--- config.mk ---
export PLATFORM = sky130hd
export DESIGN_NAME = dcf77_timekeeper
export DESIGN_NICKNAME = d
export VERILOG_FILES = /design/src/rtl/dcf77_timekeeper.sv
export SDC_FILE = /design/constraint.sdc
export NUM_CORES = 1
export LEC_CHECK = 0
export BUFFER_PORTS_ARGS = -buffer_cell sky130_fd_sc_hd__buf_2
export CORE_AREA = 2 2 104 106
export DETAILED_ROUTE_END_ITERATION = 10
export DIE_AREA = 0 0 106 108
export GPL_TIMING_DRIVEN = 0
export PLACE_DENSITY = 0.71
export SYNTH_ARGS = -nofsm -noshare
export SYNTH_HDL_FRONTEND = slang
export SYNTH_SLANG_ARGS = --single-unit
--- constraint.sdc ---
create_clock -name clk -period 2.62 [get_ports clk]
set_input_delay 0.262 -clock clk [delete_from_list [all_inputs] [get_ports clk]]
set_output_delay 0.262 -clock clk [all_outputs]
set_load 0.02 [all_outputs]
--- src/rtl/dcf77_timekeeper.sv ---
// Local calendar clock disciplined by DCF77 frames: free-runs from the 10 ms
// enable, loads decoded frames on sync and tracks lock/holdover quality.
module dcf77_timekeeper #(
    parameter int TICKS_PER_SEC = 100,
    parameter int MISS_MIN      = 2,
    parameter int HOLDOVER_MIN  = 60
) (
    input  logic        clk,
    input  logic        rst,
    input  logic        clk_en,
    input  logic        sync,
    input  logic [58:0] data_hold,
    output logic [6:0]  sec,
    output logic [6:0]  min,
    output logic [5:0]  hour,
    output logic [5:0]  day,
    output logic [2:0]  wday,
    output logic [4:0]  month,
    output logic [7:0]  year,
    output logic        cest,
    output logic        sec_tick,
    output logic        min_tick,
    output logic [1:0]  status,
    output logic        time_valid
);

    localparam int PW = (TICKS_PER_SEC > 1) ? $clog2(TICKS_PER_SEC) : 1;
    localparam logic [PW-1:0] PRESC_MAX = PW'(TICKS_PER_SEC - 1);
    localparam logic [7:0] CAND_LIM = 8'd2;
    localparam logic [7:0] MISS_LIM = 8'(MISS_MIN);
    localparam logic [7:0] HOLD_LIM = 8'(HOLDOVER_MIN);

    typedef enum logic [1:0] {
        ST_UNSYNC    = 2'd0,
        ST_CANDIDATE = 2'd1,
        ST_LOCKED    = 2'd2,
        ST_HOLDOVER  = 2'd3
    } state_t;

    state_t        state_q;
    logic          time_valid_q;
    logic [PW-1:0] presc_q, presc_d;
    logic [6:0]    sec_q, sec_d, min_q, min_d;
    logic [5:0]    hour_q, hour_d, day_q, day_d;
    logic [2:0]    wday_q, wday_d;
    logic [4:0]    month_q, month_d;
    logic [7:0]    year_q, year_d;
    logic          cest_q, cest_d;
    logic [7:0]    miss_q, miss_d;
    logic          sec_tick_q, sec_tick_d, min_tick_q, min_tick_d;

    function automatic logic [7:0] bcd_inc(input logic [7:0] v);
        return (v[3:0] == 4'd9) ? {v[7:4] + 4'd1, 4'd0} : v + 8'd1;
    endfunction

    function automatic logic [7:0] month_len(input logic [4:0] m, input logic [7:0] y);
        logic leap;
        leap = (!y[4] && (y[3:0] == 4'd0 || y[3:0] == 4'd4 || y[3:0] == 4'd8)) ||
               ( y[4] && (y[3:0] == 4'd2 || y[3:0] == 4'd6));
        case (m)
            5'h04, 5'h06, 5'h09, 5'h11: return 8'h30;
            5'h02:                      return leap ? 8'h29 : 8'h28;
            default:                    return 8'h31;
        endcase
    endfunction

    logic [6:0] f_min;
    logic [5:0] f_hour, f_day;
    logic [2:0] f_wday;
    logic [4:0] f_month;
    logic [7:0] f_year;
    logic       frame_match;
    logic [7:0] sec_inc, min_inc, hour_inc, day_inc, month_inc, year_inc;
    logic       unused_bits;

    assign f_min   = data_hold[27:21];
    assign f_hour  = data_hold[34:29];
    assign f_day   = data_hold[41:36];
    assign f_wday  = data_hold[44:42];
    assign f_month = data_hold[49:45];
    assign f_year  = data_hold[57:50];
    assign unused_bits = ^{data_hold[58], data_hold[35], data_hold[28],
                           data_hold[20:18], data_hold[16:0]};

    // CANDIDATE confirmation compares against the running (pre-load) time.
    assign frame_match = (f_min == min_q) && (f_hour == hour_q) && (f_day == day_q) &&
                         (f_wday == wday_q) && (f_month == month_q) && (f_year == year_q);

    assign sec_inc   = bcd_inc({1'b0, sec_q});
    assign min_inc   = bcd_inc({1'b0, min_q});
    assign hour_inc  = bcd_inc({2'b00, hour_q});
    assign day_inc   = bcd_inc({2'b00, day_q});
    assign month_inc = bcd_inc({3'b000, month_q});
    assign year_inc  = bcd_inc(year_q);

    always_comb begin
        presc_d    = presc_q;
        sec_d      = sec_q;
        min_d      = min_q;
        hour_d     = hour_q;
        day_d      = day_q;
        wday_d     = wday_q;
        month_d    = month_q;
        year_d     = year_q;
        cest_d     = cest_q;
        miss_d     = miss_q;
        sec_tick_d = 1'b0;
        min_tick_d = 1'b0;
        if (clk_en && sync) begin
            presc_d = '0;
            sec_d   = 7'h00;
            min_d   = f_min;
            hour_d  = f_hour;
            day_d   = f_day;
            wday_d  = f_wday;
            month_d = f_month;
            year_d  = f_year;
            cest_d  = data_hold[17];
            miss_d  = 8'd0;
        end else if (clk_en) begin
            if (presc_q == PRESC_MAX) begin
                presc_d    = '0;
                sec_tick_d = 1'b1;
                if (sec_q == 7'h59) begin
                    sec_d      = 7'h00;
                    min_tick_d = 1'b1;
                    if (miss_q != 8'hFF) miss_d = miss_q + 8'd1;
                    if (min_q == 7'h59) begin
                        min_d = 7'h00;
                        if (hour_q == 6'h23) begin
                            hour_d = 6'h00;
                            wday_d = (wday_q == 3'd7) ? 3'd1 : wday_q + 3'd1;
                            if ({2'b00, day_q} == month_len(month_q, year_q)) begin
                                day_d = 6'h01;
                                if (month_q == 5'h12) begin
                                    month_d = 5'h01;
                                    year_d  = (year_q == 8'h99) ? 8'h00 : year_inc;
                                end else begin
                                    month_d = month_inc[4:0];
                                end
                            end else begin
                                day_d = day_inc[5:0];
                            end
                        end else begin
                            hour_d = hour_inc[5:0];
                        end
                    end else begin
                        min_d = min_inc[6:0];
                    end
                end else begin
                    sec_d = sec_inc[6:0];
                end
            end else begin
                presc_d = presc_q + PW'(1);
            end
        end
    end

    always_ff @(posedge clk or posedge rst) begin
        if (rst) begin
            state_q      <= ST_UNSYNC;
            time_valid_q <= 1'b0;
            presc_q      <= '0;
            sec_q        <= 7'h00;
            min_q        <= 7'h00;
            hour_q       <= 6'h00;
            day_q        <= 6'h01;
            wday_q       <= 3'd1;
            month_q      <= 5'h01;
            year_q       <= 8'h00;
            cest_q       <= 1'b0;
            miss_q       <= 8'd0;
            sec_tick_q   <= 1'b0;
            min_tick_q   <= 1'b0;
        end else begin
            presc_q    <= presc_d;
            sec_q      <= sec_d;
            min_q      <= min_d;
            hour_q     <= hour_d;
            day_q      <= day_d;
            wday_q     <= wday_d;
            month_q    <= month_d;
            year_q     <= year_d;
            cest_q     <= cest_d;
            miss_q     <= miss_d;
            sec_tick_q <= sec_tick_d;
            min_tick_q <= min_tick_d;
            if (clk_en) begin
                // Loss-of-sync thresholds use the post-increment miss count.
                case (state_q)
                    ST_UNSYNC: begin
                        if (sync) state_q <= ST_CANDIDATE;
                    end
                    ST_CANDIDATE: begin
                        if (sync && frame_match) begin
                            state_q      <= ST_LOCKED;
                            time_valid_q <= 1'b1;
                        end else if (!sync && miss_d >= CAND_LIM) begin
                            state_q <= ST_UNSYNC;
                        end
                    end
                    ST_LOCKED: begin
                        if (!sync && miss_d >= MISS_LIM) state_q <= ST_HOLDOVER;
                    end
                    ST_HOLDOVER: begin
                        if (sync) begin
                            state_q <= ST_LOCKED;
                        end else if (miss_d >= HOLD_LIM) begin
                            state_q      <= ST_UNSYNC;
                            time_valid_q <= 1'b0;
                        end
                    end
                    default: begin
                        state_q      <= ST_UNSYNC;
                        time_valid_q <= 1'b0;
                    end
                endcase
            end
        end
    end

    assign sec        = sec_q;
    assign min        = min_q;
    assign hour       = hour_q;
    assign day        = day_q;
    assign wday       = wday_q;
    assign month      = month_q;
    assign year       = year_q;
    assign cest       = cest_q;
    assign sec_tick   = sec_tick_q;
    assign min_tick   = min_tick_q;
    assign status     = state_q;
    assign time_valid = time_valid_q;

endmodule

==> results.yml, run 1 <==
run_status:
  outcome: "complete, but fails checks"
  violations: "setup timing"
critical_path:
  cp_slowest_stage_delay_ps: 550
  cp_max_fo: 4
  cp.arrival_ps: 2920
  slowest_stage: "or4b_4"
  endpoint_kind: "flop"
  path_cells: "or4b_4 -> buf_6 -> nor4_4 -> and3_2 -> mux2i_1 -> a41oi_2 -> nor3b_2 -> a21oi_1"
  required_ps: 2850
  start_kind: "flop"
  path_class: "reg2reg"
cells_and_area:
  nNetsFinal: 742
  n_antenna_cell: 0
  fin_util_pct: 55.63
  syn2layout_area_growth_pct: 24.36
  drive_gt1_share_pct: 24.59
cts:
  clk_pin_slew_ps: 70
  cts-root-buf: "clkbuf_8"
  numCtsBuffers: 9
  clk_latency_ps: 350
  cts_max_path_buffers: 2
  cts_num_sinks: 63
  htree_levels: 3
  cts_tree: "done"
timing:
  clock.fmax_ghz: 0.3725
  tightestPinTransition_ps: 773.4
  report.final.slew_viol_count: 0
  hold_viol_final: 0
  fin_ws_ps: -64.65
  period_needed_ps: 2685
  setup_viol: 3
  fin_crit_sh_pct: 102.5
  whs_ps: 97.72
  fin_skew_ps: 9.685
  slew_headroom_pct: 48.00
  rsz0062_at_grt: "true"
logic_synthesis:
  ys_ff_latch: 63
  synth_edf_count: 0
  ys_types: 70
  avgSynthCellArea_um2: 8.367
  ys.warnings.count: 0
  syn_inst: 547
  synth_area_um2: 4577
  synth_fp_nets: 627
  yosysSeqAreaShare_pct: 34.53
  async_flop_share_pct: 100.0
  synth_flop_cell: "dfrtp_1"
grt:
  overflow: 0
  grt_max_degree: 40
  grt_pass1_wl_um: 21910
  antenna_found_initial: 0
  grt_use_total_pct: 24.29
  first_global_vias: 4383
die:
  ios: 111
  core_um2: 10230
  dieArea_um2: 11450
  fp.dieW_um: 106
  initial_utilization_pct: 44.74
  num_rows: 37
  die_height_um: 108
route:
  viasPerCell: 5.802
  vias: 4659
  drcViolationCount: 0
  wirelength_um: 13960
  ant_nets: 0
  drt-initial-drc-count: 298
  wl_per_cell_um: 17.38
  drt-pass1-iter-count: 5
min_path:
  hp-class: "in2reg"
power:
  power_density_nw_per_um2: 681.2
  leakage_nw: 2.477
  ir_drop_mv: 0.3591
placed_design:
  gp_congestion: 0.9346
  place_hpwl_um: 10030
  io_buffers: 87
flow_run:
  cap_violations: 0
==> critical path, delay by kind of cell (launching register included) <==
kind,cells,cell delay [ps]
AND/OR/NAND/NOR,4,1310
flip-flops,1,410
multiplexers,1,410
AO/OA/AOI/OAI,2,300
buffers and inverters,1,140
==> layout by cell type, fill, tap and decap left out, types with 9 or more instances in the layout <==
cell	netlist	final
a21oi_1	32	31
buf_2	3	88
buf_4	2	20
clkbuf_1	27	25
clkbuf_8	0	9
dfrtp_1	60	60
ha_1	17	17
inv_1	23	22
nand2_1	58	57
nand3_1	17	17
nand4_1	14	14
nor2_1	35	35
nor3_1	14	13
o21ai_0	47	43
xnor2_1	38	38
==> final timing paths <==
kind                       cells past startpoint     startpoint          to  slack (ps)
max reg2reg                                    8     presc_q[3]  time_valid         -60
min in group asynchronous                      3            rst      sec[1]         510
min reg2reg                                    2           cest        cest         500
max in group asynchronous                      4            rst      day[0]        1430
max                                            8     presc_q[3]  time_valid         -60
min                                            3  data_hold[17]        cest         100
==> stage by stage <==
stage                     std cells  area (um^2)  setup WS (ps)  power (mW)  setup TNS, ps
after floorplan                 547         4596         -57.35       2.398         -96.58
after global placement          770         5201         -281.3       2.824          -7435
after detailed placement        771         5221         -330.9       2.875          -2398
after CTS                       801         5589         -86.05       3.840         -446.7
after global routing            803         5692         -161.7       4.110         -736.5
final                           803         5692         -64.65       3.877         -172.2
==> synthesized netlist by cell type (all sizes together) (10+ instances only) <==
cell type / number / area, um^2
nand4: 14 / 87.58
nand2: 58 / 217.7
xnor2: 38 / 332.8
inv: 23 / 86.33
nor3: 14 / 70.07
nand3: 17 / 85.08
nor2: 35 / 131.4
ha: 17 / 212.7
dfrtp: 60 / 1501
clkbuf: 27 / 101.4
a21oi: 33 / 168.9
o31ai: 10 / 75.07
o21ai: 48 / 240.2
==> registers in the layout, indices dropped and copies added (netlist names), 2 cells and up <==
signal   cells
sec          7
year         8
min          7
day          6
month        5
hour         6
miss_q       8
status       2
wday         3
presc_q      7
==> power by group <==
part	internal [mW]	switching [mW]
clock	0.534	0.398
sequential	1.14	0.242
combinational	0.615	0.950
==> repair_timing <==
action | CTS | global route
cloned | 0 | 0
hold buffers | 1 | 0
gates resized for setup | 14 | 22
pin swaps | 12 | 6
hold endpoints to repair | 23 | 0
setup endpoints to repair | 16 | 19
setup buffers | 14 | 6
==> kinds of logic (layout without fill, tap and decap cells) <==
kind of cell,count (synthesis),after routing,synth area share [%]
AND/OR/NAND/NOR,201,201,23.29
AO/OA/AOI/OAI,149,149,20.75
flip-flops,63,63,34.53
buffers and inverters,59,179,5.249
XOR/XNOR,47,47,8.994
adder cells (fa/ha/maj),17,17,4.647
multiplexers,11,11,2.542
==> metal layers <==
metal	routed length, um	global-route usage [%]	part of all wire [%]	up-vias
li1	-	-	-	2196
met2	6593	39.54	47	221
met5	0	0	0	-
met4	412	9.586	3.0	0
met3	1168	5.666	8.4	41
met1	5782	31.45	41	2201
==> final cells by class <==
cell class | instances | area (um^2)
repair buffers | 109 | 626.9
plain buffers | 31 | 137.6
fillers | 932 | 4539
well taps | 136 | 170.2
clock buffers | 12 | 135.1
multi-input cells | 425 | 2885
inverters | 23 | 86.33
clock inverters | 4 | 70.07
flip-flops and latches | 63 | 1580
Note: power is estimated with default switching activity, not from simulation.
==> run 2: changes to the inputs <==
- BUFFER_PORTS_ARGS: -buffer_cell sky130_fd_sc_hd__buf_2 -> default
- DONT_BUFFER_PORTS: default -> 1
- PLACE_DENSITY: 0.71 -> 0.65
==> results.yml, run 2 (synthesis results as in run 1) <==
run_status:
  outcome: "complete, but fails checks"
  violations: "setup timing"
route:
  wl_met2_um: 6620
  drcViolationCount: 0
  dr_wl_met3_um: 1145
  ant_nets: 0
  wirelength_um: 13980
  wl_per_cell_um: 19.46
  drt-pass1-iter-count: 5
  vias: 4341
  viasPerCell: 6.046
  maxUsedRoutingLayer: "met4"
  drt-initial-drc-count: 352
  routedLengthMet1_um: 5847
critical_path:
  slowest_stage: "or4b_4"
  required_ps: 2870
  path_buf_inv: 3
  timing.rr.end: "year[2]"
  path_cells: "or4b_4 -> buf_6 -> nor4_4 -> a31oi_1 -> nor2b_1 -> buf_4 -> nand2b_4 -> buf_12 -> o31a_1 -> o31a_1"
  cp.arrival_ps: 2930
  cp_slowest_stage_delay_ps: 580
  crit_end: "year[2]"
  crit_cells: 10
  cp_max_fo: 5
  startpoint: "presc_q[3]"
  cp_common_cell: "o31a_1"
  path_delay_family: "simple AND/OR/NAND/NOR gates"
  path_class: "reg2reg"
  r2r_setup_slack_ps: -70
  timing.rr.start: "presc_q[3]"
  start_kind: "flop"
  r2r_cells: 10
  endpoint_kind: "flop"
timing:
  setup_viol: 1
  hold_viol_final: 0
  tightestPinTransition_ps: 819.0
  fin_crit_sh_pct: 102.6
  rsz0062_at_grt: "true"
  slew_headroom_pct: 45.40
  report.final.slew_viol_count: 0
  whs_ps: 7.362
  clock.fmax_ghz: 0.3720
  fin_skew_ps: 6.447
  period_needed_ps: 2688
  fin_ws_ps: -68.31
grt:
  antenna_found_initial: 0
  grt_use_total_pct: 24.76
  overflow: 0
  first_global_vias: 4270
  grt_pass1_wl_um: 22040
  grt_max_degree: 64
cts:
  htree_levels: 3
  cts_max_path_buffers: 2
  cts-root-buf: "clkbuf_8"
  cts_num_sinks: 63
  cts_tree: "done"
  clk_latency_ps: 360
  numCtsBuffers: 9
  clk_pin_slew_ps: 70
cells_and_area:
  final_common_cell: "nand2_1"
  syn2layout_area_growth_pct: 16.35
  fillers: 956
  nNetsFinal: 657
  drive_gt1_share_pct: 15.98
  n_antenna_cell: 0
  final_cell_mix: "nand2_1 (56), dfrtp_1 (54), o21ai_0 (43), xnor2_1 (38), nor2_1 (35)"
  design_area_um2: 5325
die:
  num_rows: 37
  fp.dieW_um: 106
  ios: 111
  dieArea_um2: 11450
  core_um2: 10230
  initial_utilization_pct: 44.74
  die_height_um: 108
placed_design:
  place_hpwl_um: 9843
  io_buffers: 0
  gp_congestion: 0.9017
  dpl_cell_area_um2: 4768
min_path:
  hp-class: "in2reg"
power:
  ir_drop_mv: 0.3520
  leakage_nw: 2.119
  power_density_nw_per_um2: 696.4
flow_run:
  cap_violations: 0
## run 2: cell types whose count changed in the layout (fill, tap and decap cells not counted), moves of 2 or more
cell and change:
o31ai_4 +2, clkbuf_1 -5, clkbuf_2 +3, dfrtp_2 +6
dfrtp_1 -6, buf_2 -87, o21ai_1 +2, o31ai_1 -2
o21ai_2 -2, clkinvlp_4 +2
## run 2: what timing repair did
action                                  CTS  global route
resized for setup                        20            34
endpoints found under the setup margin   21            18
endpoints found under the hold margin    61             0
setup buffers                            15             6
hold buffers                              2             0
pin swaps                                14            20
## run 2: power by group
| group | internal, mW | switching, mW | total, mW | leakage [nW] |
|---|---|---|---|---|
| combinational | 0.523 | 0.710 | 1.23 | 1.24 |
| sequential | 1.14 | 0.455 | 1.59 | 0.782 |
| clock | 0.460 | 0.425 | 0.885 | 0.0981 |
| total | 2.12 | 1.59 | 3.71 | 2.12 |
## run 2: per-stage QoR
step           cells  setup slack [ps]  total power, mW  util [%]  setup TNS [ps]
6_report         718            -68.31            3.708     52.05          -68.31
5_1_grt          718            -163.6            3.939     52.05          -934.5
4_1_cts          715            -74.83            3.657     50.65          -230.0
3_5_place_dp     683            -447.4            2.703     46.61           -4353
3_3_place_gp     683            -356.4            2.661     46.58           -5823
2_1_floorplan    547            -57.35            2.398         -          -96.58
## run 2: worst min-delay path by stage
stage / from / to / cells past startpoint
2_1_floorplan: data_hold[17] / cest / 2
3_3_place_gp: data_hold[17] / cest / 2
3_5_place_dp: rst / hour[0] / 1
4_1_cts: data_hold[29] / hour[0] / 2
5_1_grt: data_hold[25] / min[4] / 2
6_report: data_hold[29] / hour[0] / 2
## run 2: layout make-up
cell class                      instances  area [um^2]  share of cell area (%)
Clock buffer                           10        137.6                   2.585
Buffer                                 32        145.1                   2.726
Sequential cell                        63         1588                   29.82
Inverter                               23        88.84                   1.668
Timing Repair Buffer                   23        201.4                   3.783
Clock inverter                          6        60.06                   1.128
Multi-Input combinational cell        425         2934                   55.10
Tap cell                              136        170.2                   3.195
## run 2: per-layer routing
| metal | vias to the layer above | track usage [%] |
|---|---|---|
| li1 | 2026 | - |
| met1 | 2097 | 32.18 |
| met2 | 192 | 38.71 |
| met3 | 26 | 6.751 |
| met4 | 0 | 11.18 |
| met5 | - | 0 |
==> run 3: changes to the inputs <==
- PLACE_DENSITY: 0.65 -> 0.7
==> results.yml, run 3 (synthesis results as in run 1) <==
run_status:
  outcome: "complete, but fails checks"
  violations: "setup timing"
cells_and_area:
  final_cell_mix: "nand2_1 (57), dfrtp_1 (52), o21ai_0 (43), xnor2_1 (38), nor2_1 (35)"
  syn2layout_area_growth_pct: 16.79
  final_common_cell: "nand2_1"
  drive_gt1_share_pct: 16.35
  n_antenna_cell: 0
  stdcell_count: 723
  fin_util_pct: 52.24
  nNetsFinal: 662
timing:
  fin_crit_sh_pct: 103.3
  hold_viol_final: 0
  fin_ws_ps: -86.94
  report.final.slew_viol_count: 0
  setup_viol: 3
  slew_headroom_pct: 55.00
  fin_skew_ps: 8.118
  period_needed_ps: 2707
  rsz0062_at_grt: "true"
  clock.fmax_ghz: 0.3694
  tightestPinTransition_ps: 669.3
power:
  ir_drop_mv: 0.3994
  leakage_nw: 2.162
  power_density_nw_per_um2: 710.9
die:
  initial_utilization_pct: 44.74
  dieArea_um2: 11450
  ios: 111
  fp.dieW_um: 106
  num_rows: 37
  core_um2: 10230
  die_height_um: 108
grt:
  first_global_vias: 4333
  grt_max_degree: 35
  grt_pass1_wl_um: 22090
  grt_use_total_pct: 24.61
  antenna_found_initial: 0
  overflow: 0
route:
  viasPerCell: 6.071
  ant_nets: 0
  wirelength_um: 13820
  vias: 4389
  drcViolationCount: 0
  drt-pass1-iter-count: 7
  wl_per_cell_um: 19.12
  drt-initial-drc-count: 258
critical_path:
  path_class: "reg2reg"
  start_kind: "flop"
  timing.rr.start: "sec[1]"
  path_cells: "inv_2 -> ha_4 -> nand3b_1 -> buf_6 -> or4_4 -> or3_4 -> a21oi_4 -> a41oi_2 -> nor3b_2 -> a21oi_1"
  slowest_stage: "or4_4"
  startpoint: "sec[1]"
  cp_max_fo: 4
  required_ps: 2850
  cp.arrival_ps: 2940
  endpoint_kind: "flop"
  cp_slowest_stage_delay_ps: 550
placed_design:
  post-place-ws_ps: -387.4
  place_hpwl_um: 9984
  io_buffers: 0
  gp_congestion: 0.9116
  dp_cells: 684
min_path:
  hp-class: "in2reg"
  min_from: "data_hold[17]"
cts:
  cts_max_path_buffers: 2
  htree_levels: 3
  cts-root-buf: "clkbuf_8"
  numCtsBuffers: 9
  cts_num_sinks: 63
  clk_pin_slew_ps: 80
  cts_tree: "done"
  clk_latency_ps: 360
flow_run:
  cap_violations: 0
==> run 3: cell count changes in the layout (fill, tap and decap cells not counted), sizes merged <==
| cell | delta |
|---|---|
| buf | +6 |
| dlygate4sd3 | -1 |
| bufinv | +1 |
| clkbuf | -1 |
==> run 3: what timing repair did <==
action                     CTS  global route
resized for setup           21            33
setup endpoints to repair   20            20
hold buffers                 1             0
setup buffers                9            15
cloned                       0             0
pin swaps                   10             9
hold endpoints to repair    28             0
==> run 3: metal layers <==
metal	vias up	track usage, %	part of all wire [%]
li1	2053	-	-
met1	2105	30.56	41
met2	199	39.95	48
met3	32	7.655	8.2
met4	0	10.24	2.8
met5	-	0	0
==> run 3: where the power goes <==
part	switching [mW]	internal, mW
Combinational	0.697	0.529
Clock	0.447	0.537
Sequential	0.454	1.14
Total	1.60	2.20
==> run 3: final cells by class <==
class | count | area (um^2)
multi-input combinational | 425 | 2878
clock inverter | 7 | 97.59
inverter | 23 | 86.33
sequential | 63 | 1590
clock buffer | 9 | 123.9
fill | 918 | 4886
buffer | 34 | 173.9
timing repair buffer | 26 | 225.2
tap | 136 | 170.2
==> run 3: final timing paths <==
path                       cells after the start         end  slack [ps]
setup / recovery                              10  time_valid         -90
hold / removal                                 2        cest           8
setup reg to reg                              10  time_valid         -90
hold reg to reg                                1  presc_q[0]         530
max in group asynchronous                      3      day[0]        1480
min in group asynchronous                      2      sec[3]         460
==> run 3: critical path: cells and delay by family, from the launching register on <==
family | cells | cell delay [ps]
AND/OR/NAND/NOR | 4 | 1280
flip-flops | 1 | 480
AO/OA/AOI/OAI | 3 | 440
buffers and inverters | 2 | 250
adder cells (fa/ha/maj) | 1 | 130
==> run 3: metrics by stage <==
step	cell area, um^2	TNS [ps]	total power, mW	hold WS [ps]
detailed placement	4786	-3720	2.702	281.3
CTS	5159	-209.9	3.717	5.608
global placement	4766	-4491	2.650	370.3
floorplan	4596	-96.58	2.398	367.4
finish	5345	-219.9	3.800	7.685
global route	5345	-875.6	4.023	36.88
